<file path="src/rtl/use_record_serializer.sv">
// Drains per-element records in strict token order and emits them as AXI-Stream beats with tkeep/tlast.
// Defining USE_SER_RECORD_COUNT_EN adds a 32-bit recordCount output that counts completed records.
module use_record_serializer #(
  parameter int NUM_ELEMENTS           = 4,
  parameter int DATA_BUS_WIDTH_BYTES   = 8,
  parameter int MAX_UNCOMPRESSED_BYTES = 34,
  parameter int FIRST_ELEMENT_ID       = 0
) (
  input  logic                                               clk,
  input  logic                                               resetn,
  input  logic [NUM_ELEMENTS*MAX_UNCOMPRESSED_BYTES*8-1:0]   useStreamIn,
  input  logic [NUM_ELEMENTS*$clog2(MAX_UNCOMPRESSED_BYTES)-1:0] useLengthIn,
  output logic [NUM_ELEMENTS-1:0]                            useTaken,
  output logic [DATA_BUS_WIDTH_BYTES*8-1:0]                  m_axis_tdata,
  output logic [DATA_BUS_WIDTH_BYTES-1:0]                    m_axis_tkeep,
  output logic                                               m_axis_tvalid,
  input  logic                                               m_axis_tready,
  output logic                                               m_axis_tlast,
  output logic                                               lengthError
`ifdef USE_SER_RECORD_COUNT_EN
  ,
  output logic [31:0]                                        recordCount
`endif
);

  localparam int W         = DATA_BUS_WIDTH_BYTES;
  localparam int LW        = $clog2(MAX_UNCOMPRESSED_BYTES);
  localparam int REC_BITS  = MAX_UNCOMPRESSED_BYTES * 8;
  localparam int MAX_BEATS = (MAX_UNCOMPRESSED_BYTES + W - 1) / W;
  localparam int BUF_BYTES = MAX_BEATS * W;
  localparam int BW        = $clog2(MAX_BEATS + 1);
  localparam int PW        = (NUM_ELEMENTS > 1) ? $clog2(NUM_ELEMENTS) : 1;

  typedef enum logic {IDLE, SEND} state_t;

  state_t                 state_q, state_d;
  logic [PW-1:0]          ptr_q, ptr_d;
  logic [BW-1:0]          beat_q, beat_d;
  logic [BW-1:0]          beats_q, beats_d;
  logic [LW-1:0]          len_q, len_d;
  logic                   taken_q, taken_d;
  logic                   err_q, err_d;
  logic                   load;
  logic                   final_acc;
  logic [BUF_BYTES*8-1:0] buf_q;
  logic [BUF_BYTES*8-1:0] buf_in;

  logic [LW-1:0]          len_arr [NUM_ELEMENTS];
  logic [REC_BITS-1:0]    rec_arr [NUM_ELEMENTS];
  logic [W*8-1:0]         beat_words [MAX_BEATS];
  logic [LW-1:0]          len_sel;
  logic [REC_BITS-1:0]    rec_sel;
  logic [LW-1:0]          len_clamped;
  logic                   len_over;
  logic [BW-1:0]          beats_calc;
  logic                   last_beat;
  logic [31:0]            rem_w;
  logic [W*8-1:0]         beat_word;

  genvar gi;
  generate
    for (gi = 0; gi < NUM_ELEMENTS; gi++) begin : g_unpack
      assign len_arr[gi] = useLengthIn[gi*LW +: LW];
      assign rec_arr[gi] = useStreamIn[gi*REC_BITS +: REC_BITS];
      assign useTaken[gi] = taken_q && (ptr_q == PW'(gi));
    end
    // Buffer is padded to whole beats; padding bytes are never marked valid.
    for (gi = 0; gi < BUF_BYTES; gi++) begin : g_buf_in
      if (gi < MAX_UNCOMPRESSED_BYTES) begin : g_rec
        assign buf_in[gi*8 +: 8] = rec_sel[gi*8 +: 8];
      end else begin : g_pad
        assign buf_in[gi*8 +: 8] = 8'h00;
      end
    end
    for (gi = 0; gi < MAX_BEATS; gi++) begin : g_beats
      assign beat_words[gi] = buf_q[gi*W*8 +: W*8];
    end
    for (gi = 0; gi < W; gi++) begin : g_mask
      assign m_axis_tdata[gi*8 +: 8] = m_axis_tkeep[gi] ? beat_word[gi*8 +: 8] : 8'h00;
    end
  endgenerate

  assign len_sel     = len_arr[ptr_q];
  assign rec_sel     = rec_arr[ptr_q];
  assign len_over    = (len_sel > LW'(MAX_UNCOMPRESSED_BYTES));
  assign len_clamped = len_over ? LW'(MAX_UNCOMPRESSED_BYTES) : len_sel;
  assign beats_calc  = BW'((32'(len_clamped) + 32'(W) - 32'd1) / 32'(W));
  assign last_beat   = (beat_q == beats_q - BW'(1));
  assign rem_w       = 32'(len_q) % 32'(W);
  assign beat_word   = beat_words[beat_q];

  always_comb begin
    state_d   = state_q;
    ptr_d     = ptr_q;
    beat_d    = beat_q;
    beats_d   = beats_q;
    len_d     = len_q;
    taken_d   = 1'b0;
    err_d     = err_q;
    load      = 1'b0;
    final_acc = 1'b0;
    case (state_q)
      IDLE: begin
        // Only the element under the pointer is ever considered.
        if (len_sel != '0) begin
          load    = 1'b1;
          taken_d = 1'b1;
          len_d   = len_clamped;
          beats_d = beats_calc;
          beat_d  = '0;
          err_d   = err_q | len_over;
          state_d = SEND;
        end
      end
      SEND: begin
        if (m_axis_tready) begin
          if (last_beat) begin
            final_acc = 1'b1;
            state_d   = IDLE;
            ptr_d     = (ptr_q == PW'(NUM_ELEMENTS - 1)) ? '0 : ptr_q + PW'(1);
          end else begin
            beat_d = beat_q + BW'(1);
          end
        end
      end
      default: state_d = IDLE;
    endcase
  end

  always_ff @(posedge clk or negedge resetn) begin
    if (!resetn) begin
      state_q <= IDLE;
      ptr_q   <= PW'(FIRST_ELEMENT_ID);
      beat_q  <= '0;
      beats_q <= '0;
      len_q   <= '0;
      taken_q <= 1'b0;
      err_q   <= 1'b0;
    end else begin
      state_q <= state_d;
      ptr_q   <= ptr_d;
      beat_q  <= beat_d;
      beats_q <= beats_d;
      len_q   <= len_d;
      taken_q <= taken_d;
      err_q   <= err_d;
    end
  end

  always_ff @(posedge clk) begin
    if (load) begin
      buf_q <= buf_in;
    end
  end

  always_comb begin
    m_axis_tkeep = '0;
    if (state_q == SEND) begin
      if (!last_beat || rem_w == 32'd0) begin
        m_axis_tkeep = '1;
      end else begin
        m_axis_tkeep = ~({W{1'b1}} << rem_w);
      end
    end
  end

  assign m_axis_tvalid = (state_q == SEND);
  assign m_axis_tlast  = (state_q == SEND) && last_beat;
  assign lengthError   = err_q;

`ifdef USE_SER_RECORD_COUNT_EN
  logic [31:0] rec_cnt_q;

  always_ff @(posedge clk or negedge resetn) begin
    if (!resetn) begin
      rec_cnt_q <= '0;
    end else if (final_acc) begin
      rec_cnt_q <= rec_cnt_q + 32'd1;
    end
  end

  assign recordCount = rec_cnt_q;
`else
  logic unused_final_acc;
  assign unused_final_acc = final_acc;
`endif

endmodule

</file>
<file path="config.mk">
export PLATFORM = sky130hd
export DESIGN_NAME = use_record_serializer
export DESIGN_NICKNAME = d
export VERILOG_FILES = /design/src/rtl/use_record_serializer.sv
export SDC_FILE = /design/constraint.sdc
export NUM_CORES = 1
export LEC_CHECK = 0
export CORE_AREA = 2 2 470 472
export CTS_CLUSTER_DIAMETER = 120
export DETAILED_ROUTE_END_ITERATION = 8
export DIE_AREA = 0 0 472 474
export SETUP_SLACK_MARGIN = 0.3
export SLEW_MARGIN = 20
export SYNTH_ARGS = -nofsm -noshare
export SYNTH_HDL_FRONTEND = slang
export SYNTH_SLANG_ARGS = --single-unit
export TNS_END_PERCENT = 20
</file>
<file path="constraint.sdc">
create_clock -name clk -period 13.8 [get_ports clk]
set_clock_uncertainty 0.2 [all_clocks]
set_input_delay 2.76 -clock clk [delete_from_list [all_inputs] [get_ports clk]]
set_output_delay 2.76 -clock clk [all_outputs]
set_load 0.005 [all_outputs]
</file>
# Yosys cells after proc, flatten, opt, wreduce, memory -nomap -nowiden
# Cells that the tools add are included.
# totals
ff_bits,286
word_cells,72
output_inout_bits,79
# classes
reduce_logical,13
order_cmp,3
n_shift,1
bitwise_logic,5
eq_ne,7
n_addsub,5
muxes,30
# ops
operator,count
272-bit binary-select mux with 2-bit select,1
272-bit 2-to-1 mux,2
64-bit binary-select mux with 3-bit select,1
64-bit 2-to-1 mux,2
8-bit 2-to-1 mux,10
32-bit zero test,1
6-bit 2-to-1 mux,3
6-bit binary-select mux with 2-bit select,1
3-bit 2-to-1 mux,3
8-bit NOT,1
"8-bit by 3-bit left shift with 8-bit output, first input constant",1
"6-bit by 4-bit adder with 6-bit output, second input constant",1
"6-bit > comparator, second input constant",1
"2-bit inequality test, second input constant",3
3-bit case mux with 2 select lines,1
3-bit AND reduction,2
6-bit nonzero test,1
"6-bit by 1-bit subtractor with 6-bit output, second input constant",1
1-bit logical AND,5
"2-bit == test, second input constant",2
"4-bit >= comparator, second input constant",1
1-bit 2-to-1 mux,4
3-bit NOT with 4-bit output,1
"3-bit by 1-bit adder with 3-bit output, second input constant",1
14 further kinds,14

# Longest topological paths before layout
# logic_depth
depth_word,8
depth_mapped,8
mapped_depth_nobuf,6

# Least setup slack after synthesis
# No wires, ideal clock.
# synth_path
path_kind,input -> register
startpoint,in useLengthIn[7]
endpoint,reg taken_q
cell_stages,4
setup_time_ns,0.697
path_slack_ns,4.359
n_path_buf,0
required_ns,12.903
arrival_time_ns,8.543
path_cell_list,mux4_2 > or4_4 > o21ai_1 > inv_1
# synth_between
elab_chain_cells,6
# synth_rtl
item,line,text
start: declaration,12,"input logic [NUM_ELEMENTS*$clog2(MAX_UNCOMPRESSED_BYTES)-1:0] useLengthIn,"
6-bit binary-select mux with 2-bit select,83,assign len_sel = len_arr[ptr_q];
6-bit 2-to-1 mux (not written as such) (2 in series),83,
6-bit nonzero test,105,if (len_sel != '0) begin
1-bit 2-to-1 mux (2 in series),--,
via load,43,logic load;
end signal: assignment,145,taken_q <= taken_d;
end: declaration,41,"logic taken_q, taken_d;"
# The timed path passes the listed nets, and every way through them passes these cells. The select of a mux whose other input is x is not followed.
# A chain may end at the register's enable or synchronous reset.

# Worst setup path in the final report
# layout_path
startpoint,reg beat_q[0]
endpoint,out m_axis_tdata[0]
# layout_between
elab_chain_cells,6
word_cells_on_any_way,10
cone_classes,eq/ne (1); mux (6); bitwise (1); reduce/logical (2)
# layout_rtl
item,line,text
start: declaration,38,"logic [BW-1:0] beat_q, beat_d;"
start signal: assignment,142,beat_q <= beat_d;
"parallel branches: the longest is 5 deep, another holds 64-bit binary-select mux with 3-bit select",--,
8-bit 2-to-1 mux (*),79,assign m_axis_tdata[gi*8 +: 8] = m_axis_tkeep[gi] ? beat_word[gi*8 +: 8] : 8'h00;
end: declaration,14,"output logic [DATA_BUS_WIDTH_BYTES*8-1:0] m_axis_tdata,"
# Mark *: on every way between the ends. The select of a mux whose other input is x is not followed.

==> metrics.md <==
| Metric | Value |
|---|---|
| Clock latency on the worst-skew pair | `0.68 ns` |
| Fill cells | `24000` |
| Crit-path max FO | `28` |
| Cts hold-fix bufs | `0` |
| Worst R2R Setup Slack | `9.05 ns` |
| Total of max-cap violations | `0` |
| Cell mode on critical path | `buf_4` |
| Worst r2r dst | `buf_q[93]$_DFFE_PP_` |
| CP Buf/Inv Count | `3` |
| Largest delay share family, worst path | `buffers and inverters` |
| H-tree depth reported by CTS | `2` |
| Hold path cells | `1` |
| PortBufs | `1193` |
| Initial Util | `8.12%` |
| Slowest cell on the critical path | `dfrtp_4` |
| Final Util | `16.1%` |
| Synth Cell Area | `0.0177 mm²` |
| Switching pwr | `2.56 mW` |
| DRC | `0` |
| Post-cts resize count | `0` |
| Via count | `18100` |
| RSZ-0062 raised after global routing | `false` |
| Crit path cell chain | `buf_4 > buf_4 > mux4_2 > a22oi_1 > nor2_1 > clkdlybuf4s50_1` |
| # setup viols final | `0` |
| Internal power | `4.04 mW` |
| EDFF count, synth | `272` |
| Setup CP Type | `flop to primary output` |
| Clock Sinks | `286` |
| Number of global-route vias before repair | `17800` |
| CTS tree | `done` |
| Yosys cell types | `44` |
| GP Congestion | `0.895` |
| Post-route minimum period | `7.40 ns` |
| R2r startpoint | `ptr_q[0]$_DFFE_PN0P_` |
| Critical Path RT | `10.84 ns` |
| Reg area | `0.00853 mm²` |
| Leakage | `10.8 nW` |
| Total track usage | `18.8%` |
| Top FF cell, synth | `edfxtp_1` |
| Worst-path clk slew | `0.06 ns` |
| I/O pin cnt | `1194` |
| PwrDens | `188 mW/mm²` |
| Area grow syn2layout | `98.0%` |
| Outcome | `finished, final reports clean` |
| DR iter-0 viols | `1710` |
| Fin cells | `5085` |
| First-pass GRT wire length | `255 mm` |
| Num CTS Buffers | `49` |
| Final Hold Viols | `0` |
| Hold Startpoint | `lengthError$_DFFE_PN0P_` |
| Async set-reset flop share out of synthesis | `4.90%` |
| Post-CTS Setup Bufs | `0` |
| Commonest non-fill, non-tap cell in the layout | `clkdlybuf4s50_1` |
| Dpl hpwl | `194 mm` |
| Antenna-violating nets left | `0` |
| Seq/Total Area, Yosys | `48.0%` |
| R2R cell count | `6` |
| Peak supply drop | `0.116 mV` |
| Fin nets | `3196` |
| Critical path's largest stage delay | `0.78 ns` |
| WP data arrival | `4.44 ns` |
| CORE AREA | `0.219 mm²` |
| Ys Warns | `0` |
| Slew Limit Headroom | `27.7%` |
| Drt pass-1 iters | `5` |
| Post-placement cell area | `0.0332 mm²` |
| Die W | `472 µm` |
| Sw Share | `38.8%` |
| CTS Buffer Depth | `3` |
| Most frequent cells in the layout | `clkdlybuf4s50_1 (1193), mux4_2 (342), edfxtp_1 (272), clkbuf_16 (52), nor2b_1 (48)` |
| Max Transition Viols Final | `0` |
| Worst min path class | `flop to flop` |
| Full die area | `0.224 mm²` |
| Syn Nets | `2018` |
| CP endpoint kind | `primary output` |
| Cell count after synthesis | `897` |
| Total grt overflow | `0` |
| Mapped Avg Cell Area | `19.8 µm²` |
| Clk pwr share | `20.1%` |
| Row cnt | `172` |
| Cell count after placement | `4895` |
| Hold endpoint | `lengthError$_DFFE_PN0P_` |
| Comb pwr share | `53.9%` |
| Synth Register Bits | `286` |
| Worst setup SP type | `flop` |
| Die H | `474 µm` |
| Root buf cell | `clkbuf_16` |
| Final clock period utilization by the worst path | `53.6%` |
| Seq pwr share | `25.9%` |
| Antenna violations before repair | `440` |
| Vias/cell | `3.56` |
| Fin area | `0.0351 mm²` |
| Share of post-route cells with drive strength above 1 | `22.2%` |
| Final setup TNS | `0 ns` |
| Drt wl/cell | `42.7 µm` |
| Multi-input gate area | `0.00887 mm²` |
| Slew at the pin with the worst max-slew slack | `1.08 ns` |
| Fmax | `135 MHz` |
| WL final | `217 mm` |
| Pin count of the biggest net entering global routing | `85` |
-- worst max path at each step --
stage	slack (ns)	depth (start not counted)	start	endpoint
6_report	6.40	6	beat_q[0]$_DFFE_PN0P_	m_axis_tdata[0]
5_1_grt	6.03	6	beat_q[0]$_DFFE_PN0P_	m_axis_tdata[2]
4_1_cts	6.13	6	beat_q[0]$_DFFE_PN0P_	m_axis_tdata[0]
3_5_place_dp	6.90	6	beat_q[0]$_DFFE_PN0P_	m_axis_tdata[0]
3_3_place_gp	6.65	5	m_axis_tvalid$_DFF_PN0_	m_axis_tdata[37]
2_1_floorplan	4.36	4	useLengthIn[7]	taken_q$_DFF_PN0_
-- metal layers --
metal	track usage, %	vias up	wire (µm)
met5	0	-	2420
li1	-	6577	-
met3	16.1	775	40300
met4	5.82	368	7630
met2	29.7	1678	97400
met1	17.9	8690	69400
-- through the flow --
stage	hold slack [ns]	total power, mW	setup slack [ns]
final	0.278	6.60	6.40
after floorplan	0.268	3.51	4.36
after global routing	0.301	6.94	6.03
after detailed placement	0.268	5.40	6.90
after global placement	0.265	5.37	6.65
after CTS	0.282	6.79	6.13
-- synth_stat cells, types with 5 or more instances --
cell      instances  area share (%)
a22oi_1          16            0.68
inv_1             7            0.15
nor2_1           32            0.68
clkbuf_1         44            0.93
ha_1              6            0.42
buf_2            21            0.59
mux4_2          342              43
nor2b_1          48             1.7
nor3_1            6            0.17
edfxtp_1        272              46
nand2_1           7            0.15
buf_1            24            0.51
and2_1            5            0.18
dfrtp_1          14             2.0
-- logic make-up after synthesis --
kind of cell               after synthesis  synth area share [%]
muxes                                  344                  43.5
DFF                                    286                  48.0
and+or+nand+nor                        109                  3.31
buffers and inverters                   98                  2.26
AOI/OAI and AO/OA                       47                  2.05
xor gates and xnor gates                 7                 0.430
adders and majority gates                6                 0.423
-- layout make-up --
cell class                 count  share of cell area, %
timing repair buffer        1217                   34.6
multi-input combinational    513                   25.2
sequential                   286                   24.3
antenna                       98                  0.698
tap                         2871                   10.2
clock inverter                32                  0.961
inverter                       8                  0.107
clock buffer                  60                   3.90
-- state kept, by name, summed over array words and instances (netlist names) --
name / count
beats_q: 3
ptr_q: 2
lengthError: 1
m_axis_tvalid: 1
buf_q: 272
taken_q: 1
len_q: 3
beat_q: 3
-- worst register-to-register path, cell delays in order, from the launching register on --
cell	delay [ns]
dfrtp_4	0.73
buf_4	0.67
mux4_2	0.68
or4_4	0.60
o21ai_1	0.41
inv_8	0.34
buf_4	0.52
-- power groups by stage --
stage                     clock network, mW  registers, mW  logic, mW
after floorplan                           0           1.58       1.93
after global routing                   1.41           1.75       3.79
final                                  1.33           1.71       3.56
after CTS                              1.39           1.73       3.67
after detailed placement                  0           1.74       3.66
after global placement                    0           1.74       3.63
(Power assumes the default switching activity.)
